<file path="config.mk">
export PLATFORM = sky130hd
export DESIGN_NAME = alu_rs
export DESIGN_NICKNAME = d
export VERILOG_FILES = /design/src/rtl/alu_rs_pkg.sv /design/src/rtl/rs_pick_lowest.sv /design/src/rtl/alu_rs.sv
export SDC_FILE = /design/constraint.sdc
export NUM_CORES = 2
export LEC_CHECK = 0
export BUFFER_PORTS_ARGS = -buffer_cell sky130_fd_sc_hd__buf_4
export CELL_PAD_IN_SITES_DETAIL_PLACEMENT = 1
export CELL_PAD_IN_SITES_GLOBAL_PLACEMENT = 1
export CORE_ASPECT_RATIO = 0.6
export CORE_UTILIZATION = 45
export DETAILED_ROUTE_END_ITERATION = 12
export GPL_ROUTABILITY_DRIVEN = 1
export GPL_TIMING_DRIVEN = 1
export PLACE_DENSITY_LB_ADDON = 0.1
export SLEW_MARGIN = 10
export SYNTH_ARGS = -nofsm -noshare
export SYNTH_HDL_FRONTEND = slang
export SYNTH_SLANG_ARGS = --single-unit
</file>
<file path="constraint.sdc">
create_clock -name clk_in -period 3.1 [get_ports clk_in]
set_input_delay 0.155 -clock clk_in [delete_from_list [all_inputs] [get_ports clk_in]]
set_output_delay 0.155 -clock clk_in [all_outputs]
set_load 0.05 [all_outputs]
</file>
<file path="src/rtl/alu_rs_pkg.sv">
// Shared constants for the ALU reservation station: default sizes, operand widths
// and the funct3 encodings that the integer ALU decodes.
package alu_rs_pkg;

   localparam int ROB_BIT_DEF = 4;
   localparam int RS_SIZE_DEF = 8;
   localparam int RS_BIT_DEF  = 3;
   localparam int XLEN        = 32;
   localparam int IMM_W       = 5;
   localparam int OP_W        = 3;

   typedef enum logic [OP_W-1:0] {
      AddSub = 3'b000,
      Sll    = 3'b001,
      Slt    = 3'b010,
      Sltu   = 3'b011,
      Xor    = 3'b100,
      SrlSra = 3'b101,
      Or     = 3'b110,
      And    = 3'b111
   } alu_op_e;

endpackage

</file>
<file path="src/rtl/rs_pick_lowest.sv">
// Priority encoder: reports whether any request bit is set and the index of the
// lowest set bit.
module rs_pick_lowest #(
   parameter int N = 8,
   parameter int W = 3
) (
   input  logic [N-1:0] req,
   output logic         found,
   output logic [W-1:0] idx
);

   // Scanning downward leaves the lowest set index as the final assignment.
   always_comb begin
      found = 1'b0;
      idx   = '0;
      for (int i = N - 1; i >= 0; i--) begin
         if (req[i]) begin
            found = 1'b1;
            idx   = W'(i);
         end
      end
   end

endmodule

</file>
<file path="src/rtl/alu_rs.sv">
// Reservation station in front of the integer ALU: holds dispatched ops until both
// operands are known, snoops the ALU and LSB CDBs, and issues one ready op per cycle.
module alu_rs
   import alu_rs_pkg::*;
#(
   parameter int RS_SIZE = RS_SIZE_DEF,
   parameter int RS_BIT  = RS_BIT_DEF,
   parameter int ROB_BIT = ROB_BIT_DEF
) (
   input  logic               clk_in,
   input  logic               rst_in,
   input  logic               rdy_in,
   input  logic               clear,
   input  logic               in_valid,
   input  logic [OP_W-1:0]    in_op,
   input  logic               in_op_addition,
   input  logic               in_has_imm,
   input  logic [IMM_W-1:0]   in_imm,
   input  logic [XLEN-1:0]    in_vi,
   input  logic [XLEN-1:0]    in_vj,
   input  logic               in_qi_busy,
   input  logic               in_qj_busy,
   input  logic [ROB_BIT-1:0] in_qi,
   input  logic [ROB_BIT-1:0] in_qj,
   input  logic [ROB_BIT-1:0] in_rob_entry,
   output logic               full,
   input  logic               cdb_alu_valid,
   input  logic [ROB_BIT-1:0] cdb_alu_rob,
   input  logic [XLEN-1:0]    cdb_alu_val,
   input  logic               cdb_lsb_valid,
   input  logic [ROB_BIT-1:0] cdb_lsb_rob,
   input  logic [XLEN-1:0]    cdb_lsb_val,
   output logic               alu_valid,
   output logic [XLEN-1:0]    alu_vi,
   output logic [XLEN-1:0]    alu_vj,
   output logic [IMM_W-1:0]   alu_imm,
   output logic [OP_W-1:0]    alu_op,
   output logic               alu_has_imm,
   output logic               alu_op_addition,
   output logic [ROB_BIT-1:0] alu_rob_entry
);

   logic [RS_SIZE-1:0] busy_q, busy_d;
   logic [RS_SIZE-1:0] qi_busy_q, qi_busy_d;
   logic [RS_SIZE-1:0] qj_busy_q, qj_busy_d;
   logic [RS_SIZE-1:0] add_q, add_d;
   logic [RS_SIZE-1:0] has_imm_q, has_imm_d;
   alu_op_e            op_q  [RS_SIZE];
   alu_op_e            op_d  [RS_SIZE];
   logic [IMM_W-1:0]   imm_q [RS_SIZE];
   logic [IMM_W-1:0]   imm_d [RS_SIZE];
   logic [XLEN-1:0]    vi_q  [RS_SIZE];
   logic [XLEN-1:0]    vi_d  [RS_SIZE];
   logic [XLEN-1:0]    vj_q  [RS_SIZE];
   logic [XLEN-1:0]    vj_d  [RS_SIZE];
   logic [ROB_BIT-1:0] qi_q  [RS_SIZE];
   logic [ROB_BIT-1:0] qi_d  [RS_SIZE];
   logic [ROB_BIT-1:0] qj_q  [RS_SIZE];
   logic [ROB_BIT-1:0] qj_d  [RS_SIZE];
   logic [ROB_BIT-1:0] rob_q [RS_SIZE];
   logic [ROB_BIT-1:0] rob_d [RS_SIZE];

   logic               alu_valid_q, alu_valid_d;
   logic [XLEN-1:0]    alu_vi_q, alu_vi_d;
   logic [XLEN-1:0]    alu_vj_q, alu_vj_d;
   logic [IMM_W-1:0]   alu_imm_q, alu_imm_d;
   alu_op_e            alu_op_q, alu_op_d;
   logic               alu_has_imm_q, alu_has_imm_d;
   logic               alu_add_q, alu_add_d;
   logic [ROB_BIT-1:0] alu_rob_q, alu_rob_d;

   logic [RS_SIZE-1:0] free_vec, ready_vec;
   logic               free_found, ready_found;
   logic [RS_BIT-1:0]  free_idx, ready_idx;

   logic [XLEN-1:0]    ins_vi, ins_vj;
   logic               ins_qi_busy, ins_qj_busy;

   function automatic logic tag_hit(input logic               bus_valid,
                                    input logic [ROB_BIT-1:0] bus_tag,
                                    input logic [ROB_BIT-1:0] tag);
      return bus_valid && (bus_tag == tag);
   endfunction

   assign free_vec  = ~busy_q;
   assign ready_vec = busy_q & ~qi_busy_q & ~qj_busy_q;
   assign full      = &busy_q;

   rs_pick_lowest #(.N(RS_SIZE), .W(RS_BIT)) u_free_pick (
      .req   (free_vec),
      .found (free_found),
      .idx   (free_idx)
   );

   rs_pick_lowest #(.N(RS_SIZE), .W(RS_BIT)) u_ready_pick (
      .req   (ready_vec),
      .found (ready_found),
      .idx   (ready_idx)
   );

   // Operands arriving with the op may already be on a CDB this cycle.
   always_comb begin
      ins_vi      = in_vi;
      ins_qi_busy = in_qi_busy;
      ins_vj      = in_vj;
      ins_qj_busy = in_qj_busy && !in_has_imm;
      if (ins_qi_busy) begin
         if (tag_hit(cdb_alu_valid, cdb_alu_rob, in_qi)) begin
            ins_vi      = cdb_alu_val;
            ins_qi_busy = 1'b0;
         end else if (tag_hit(cdb_lsb_valid, cdb_lsb_rob, in_qi)) begin
            ins_vi      = cdb_lsb_val;
            ins_qi_busy = 1'b0;
         end
      end
      if (ins_qj_busy) begin
         if (tag_hit(cdb_alu_valid, cdb_alu_rob, in_qj)) begin
            ins_vj      = cdb_alu_val;
            ins_qj_busy = 1'b0;
         end else if (tag_hit(cdb_lsb_valid, cdb_lsb_rob, in_qj)) begin
            ins_vj      = cdb_lsb_val;
            ins_qj_busy = 1'b0;
         end
      end
   end

   // Wakeup, dispatch and insert all read pre-edge state, so they never collide.
   always_comb begin
      busy_d        = busy_q;
      qi_busy_d     = qi_busy_q;
      qj_busy_d     = qj_busy_q;
      add_d         = add_q;
      has_imm_d     = has_imm_q;
      op_d          = op_q;
      imm_d         = imm_q;
      vi_d          = vi_q;
      vj_d          = vj_q;
      qi_d          = qi_q;
      qj_d          = qj_q;
      rob_d         = rob_q;
      alu_valid_d   = alu_valid_q;
      alu_vi_d      = alu_vi_q;
      alu_vj_d      = alu_vj_q;
      alu_imm_d     = alu_imm_q;
      alu_op_d      = alu_op_q;
      alu_has_imm_d = alu_has_imm_q;
      alu_add_d     = alu_add_q;
      alu_rob_d     = alu_rob_q;

      if (rdy_in) begin
         if (clear) begin
            busy_d      = '0;
            alu_valid_d = 1'b0;
         end else begin
            for (int i = 0; i < RS_SIZE; i++) begin
               if (busy_q[i] && qi_busy_q[i]) begin
                  if (tag_hit(cdb_alu_valid, cdb_alu_rob, qi_q[i])) begin
                     vi_d[i]      = cdb_alu_val;
                     qi_busy_d[i] = 1'b0;
                  end else if (tag_hit(cdb_lsb_valid, cdb_lsb_rob, qi_q[i])) begin
                     vi_d[i]      = cdb_lsb_val;
                     qi_busy_d[i] = 1'b0;
                  end
               end
               if (busy_q[i] && qj_busy_q[i]) begin
                  if (tag_hit(cdb_alu_valid, cdb_alu_rob, qj_q[i])) begin
                     vj_d[i]      = cdb_alu_val;
                     qj_busy_d[i] = 1'b0;
                  end else if (tag_hit(cdb_lsb_valid, cdb_lsb_rob, qj_q[i])) begin
                     vj_d[i]      = cdb_lsb_val;
                     qj_busy_d[i] = 1'b0;
                  end
               end
            end

            alu_valid_d = ready_found;
            if (ready_found) begin
               alu_vi_d          = vi_q[ready_idx];
               alu_vj_d          = vj_q[ready_idx];
               alu_imm_d         = imm_q[ready_idx];
               alu_op_d          = op_q[ready_idx];
               alu_has_imm_d     = has_imm_q[ready_idx];
               alu_add_d         = add_q[ready_idx];
               alu_rob_d         = rob_q[ready_idx];
               busy_d[ready_idx] = 1'b0;
            end

            if (in_valid && free_found) begin
               busy_d[free_idx]    = 1'b1;
               op_d[free_idx]      = alu_op_e'(in_op);
               add_d[free_idx]     = in_op_addition;
               has_imm_d[free_idx] = in_has_imm;
               imm_d[free_idx]     = in_imm;
               vi_d[free_idx]      = ins_vi;
               vj_d[free_idx]      = ins_vj;
               qi_busy_d[free_idx] = ins_qi_busy;
               qj_busy_d[free_idx] = ins_qj_busy;
               qi_d[free_idx]      = in_qi;
               qj_d[free_idx]      = in_qj;
               rob_d[free_idx]     = in_rob_entry;
            end
         end
      end
   end

   always_ff @(posedge clk_in or negedge rst_in) begin
      if (!rst_in) begin
         busy_q        <= '0;
         qi_busy_q     <= '0;
         qj_busy_q     <= '0;
         alu_valid_q   <= 1'b0;
         alu_vi_q      <= '0;
         alu_vj_q      <= '0;
         alu_imm_q     <= '0;
         alu_op_q      <= AddSub;
         alu_has_imm_q <= 1'b0;
         alu_add_q     <= 1'b0;
         alu_rob_q     <= '0;
      end else begin
         busy_q        <= busy_d;
         qi_busy_q     <= qi_busy_d;
         qj_busy_q     <= qj_busy_d;
         alu_valid_q   <= alu_valid_d;
         alu_vi_q      <= alu_vi_d;
         alu_vj_q      <= alu_vj_d;
         alu_imm_q     <= alu_imm_d;
         alu_op_q      <= alu_op_d;
         alu_has_imm_q <= alu_has_imm_d;
         alu_add_q     <= alu_add_d;
         alu_rob_q     <= alu_rob_d;
      end
   end

   // Entry payload is only meaningful while busy, so it needs no reset.
   always_ff @(posedge clk_in) begin
      add_q     <= add_d;
      has_imm_q <= has_imm_d;
      op_q      <= op_d;
      imm_q     <= imm_d;
      vi_q      <= vi_d;
      vj_q      <= vj_d;
      qi_q      <= qi_d;
      qj_q      <= qj_d;
      rob_q     <= rob_d;
   end

   assign alu_valid       = alu_valid_q;
   assign alu_vi          = alu_vi_q;
   assign alu_vj          = alu_vj_q;
   assign alu_imm         = alu_imm_q;
   assign alu_op          = alu_op_q;
   assign alu_has_imm     = alu_has_imm_q;
   assign alu_op_addition = alu_add_q;
   assign alu_rob_entry   = alu_rob_q;

endmodule

</file>
==> impl_metrics.py <==
metrics = {
    "clock_network": {
        "cts_root_buf": "clkbuf_16",
        "cts_htree_levels": 3,
        "clock_latency_ns": 0.75,
        "ctsLongestPathBuffers": 3,
        "clk_pin_slew_ns": 0.08,
        "post_cts_buffers": 0,
        "numClockSinks": 791,
        "cts_buffers": 82,
        "cts_tree": "done",
    },
    "placed_design": {
        "hpwl_um": 170000,
        "gp_congestion": 0.971,
        "dp.cells": 6318,
        "portBuffers": 246,
    },
    "worst_setup_path": {
        "crit_type": "reg2reg",
        "start_kind": "register",
        "worstPathRequired_ns": 3.67,
        "endpoint_kind": "register",
        "critPathArrivalTime_ns": 3.72,
        "critPathMaxFanout": 32,
    },
    "power_and_ir_drop": {
        "p_switching_w": 0.0147,
        "irDropWorstVdd_uv": 576,
        "combPwrFrac_pct": 32.7,
        "p_clk_share_pct": 30.5,
        "power.total_w": 0.0374,
        "power_leakage_nw": 20.1,
        "seqPwrFrac_pct": 36.8,
        "p_sw_share_pct": 39.3,
        "power.density_nw_per_um2": 647,
        "cell_internal_pwr_w": 0.0227,
    },
    "finish": {
        "n_fill_cell": 11605,
        "layout.nets": 5170,
        "syn2layout_area_growth_pct": 16.5,
        "drive_gt1_share_pct": 17.6,
        "final_cells": 6555,
    },
    "yosys": {
        "synth-async-reset-ratio_pct": 13.0,
        "synth_commonest_cells": "edfxtp_1, clkbuf_1, nand3_1",
        "synth.area.top_cells": "edfxtp_1, dfrtp_1, mux2i_1",
        "synth_fp_nets": 5119,
        "synth_largest_area_cell": "edfxtp_1",
        "yosysTopAreaCellShare_pct": 41.6,
        "synth_edf_count": 688,
        "ys_ff_latch": 791,
        "synth_area_um2": 49700,
        "yosysUniqueCellTypes": 69,
        "synth_ff_type": "edfxtp_1",
        "synth_most_common_cell": "edfxtp_1",
        "postSynthAreaPerCell_um2": 10.0,
        "ys_seq_area_share_pct": 46.8,
        "ys_warn_count": 0,
        "syn_inst": 4952,
    },
    "global_route": {
        "grt.total_usage_pct": 47.4,
        "grt_pass1_wl_um": 380000,
        "antenna_found_initial": 16,
        "gr-total-overflow": 0,
        "grt_max_degree": 122,
        "grt_pass1_vias": 49236,
    },
    "min_path": {
        "hold_class": "in2reg",
    },
    "sta": {
        "fin_ws_ns": -0.0491,
        "finClkSkew_ns": 0.0329,
        "final-hold-violation-count": 0,
        "max_slew_margin_pct": 9.97,
        "tightestPinTransition_ns": 1.35,
        "max_freq_mhz": 318,
        "setup_viol": 1,
        "slew_viol_final": 0,
        "post-route-period-util_pct": 102,
        "fin_tns_setup_ns": -0.0491,
        "fin_crit_ns": 3.15,
        "rsz0062_at_grt": "no",
    },
    "floorplan": {
        "die_w_um": 431,
        "core-area_um2": 108000,
        "die_y_um": 259,
        "pin_count": 247,
        "start_util_pct": 45.8,
        "num_rows": 93,
        "die_area_um2": 112000,
    },
    "flow_run": {
        "maxCapViolations": 0,
    },
    "routing": {
        "routed_wl_um": 273000,
        "post-route-drc-count": 0,
        "num_vias": 51263,
        "dr.first_iter.drc_count": 9826,
        "wl_per_cell_um": 41.7,
        "drtPass1Iterations": 13,
        "ant_nets": 0,
        "viasPerCell": 7.82,
    },
    "status": {
        "outcome": "finished with violations",
        "violations": "setup timing",
    },
}
[cell usage in the layout (no fill, tap or decap), types with 152 or more instances in the layout]
| cell | n |
|---|---|
| a31oi_1 | 164 |
| buf_4 | 479 |
| a22oi_1 | 152 |
| edfxtp_1 | 688 |
| o31ai_1 | 230 |
| a21oi_1 | 387 |
| nand3_1 | 399 |
| mux2i_1 | 240 |
| nand2_1 | 214 |
| nor3_1 | 182 |
[critical path, stage by stage, from the launching register on]
cell and delay [ns]:
dfrtp_1 0.51, or3b_1 0.37, and2_2 0.21, buf_4 0.42
o31ai_4 0.20, buf_12 0.25, a22o_1 0.24, nor3_1 0.64
o31ai_1 0.13
[cells by family after synthesis]
logic type	share of synthesized area (%)
flops	46.8
simple gates	11.4
buf+inv	5.92
compound gates	25.4
xor+xnor	2.54
mux	7.94
[state kept, by name, summed over array words and instances (netlist names), 32 cells and up]
register / flops
imm_q: 40
vi_q: 256
rob_q: 32
qj_q: 32
vj_q: 256
qi_q: 32
alu_vi: 32
alu_vj: 32
[power by group through the flow]
| stage | registers, W | logic [W] | clock network [W] |
|---|---|---|---|
| final | 0.0138 | 0.0122 | 0.0114 |
| after global routing | 0.0138 | 0.0123 | 0.0117 |
| after CTS | 0.0137 | 0.0116 | 0.0114 |
| after detailed placement | 0.0139 | 0.0115 | 0 |
| after global placement | 0.0139 | 0.0113 | 0 |
| after floorplan | 0.0150 | 0.00498 | 0 |
[timing repair]
action                     4_1_cts  5_1_grt
resized for setup                0        1
hold endpoints to repair       380        0
setup endpoints to repair        0        1
hold buffers                    73        0
[metal layers]
layer / track usage [%] / share of wire [%]
met2: 62.0 / 38
met1: 62.5 / 37
met5: 0 / 0.071
met4: 25.0 / 6.0
met3: 24.8 / 18
[layout make-up]
| cell class | count | area (µm²) | share of cell area (%) |
|---|---|---|---|
| Antenna cell | 12 | 30.0 | 0.0519 |
| Clock buffer | 105 | 2230 | 3.86 |
| Clock inverter | 47 | 692 | 1.20 |
| Inverter | 64 | 244 | 0.422 |
| Multi-Input combinational cell | 3445 | 23900 | 41.3 |
| Sequential cell | 791 | 23200 | 40.2 |
| Tap cell | 1472 | 1840 | 3.18 |
| Timing Repair Buffer | 619 | 5660 | 9.78 |
[metrics by stage]
step                      instance area, µm²  utilization [%]  setup slack [ns]  hold WS, ns
after floorplan                        49800                -             -5.43       -0.141
after global placement                 54200             50.0             0.209        0.227
after detailed placement               54200             50.0             0.180        0.264
after CTS                              57800             53.4             0.171     0.000681
after global routing                   57800             53.4            0.0292       0.0324
final                                  57900             53.4           -0.0491       0.0268
[final timing paths]
| check | from | to | slack [ns] | cells after the start |
|---|---|---|---|---|
| worst max-delay path | busy_q[1] | alu_vi[6] | -0.05 | 8 |
| max in group asynchronous | rst_in | alu_vi[14] | 2.00 | 3 |
| min in group asynchronous | rst_in | alu_imm[3] | 0.10 | 2 |
| worst min register to register | alu_valid | alu_valid | 0.48 | 1 |
| worst max register to register | busy_q[1] | alu_vi[6] | -0.05 | 8 |
| worst min-delay path | in_vj[2] | vj_q[194] | 0.03 | 4 |
Note: power is estimated with default switching activity, not from simulation.
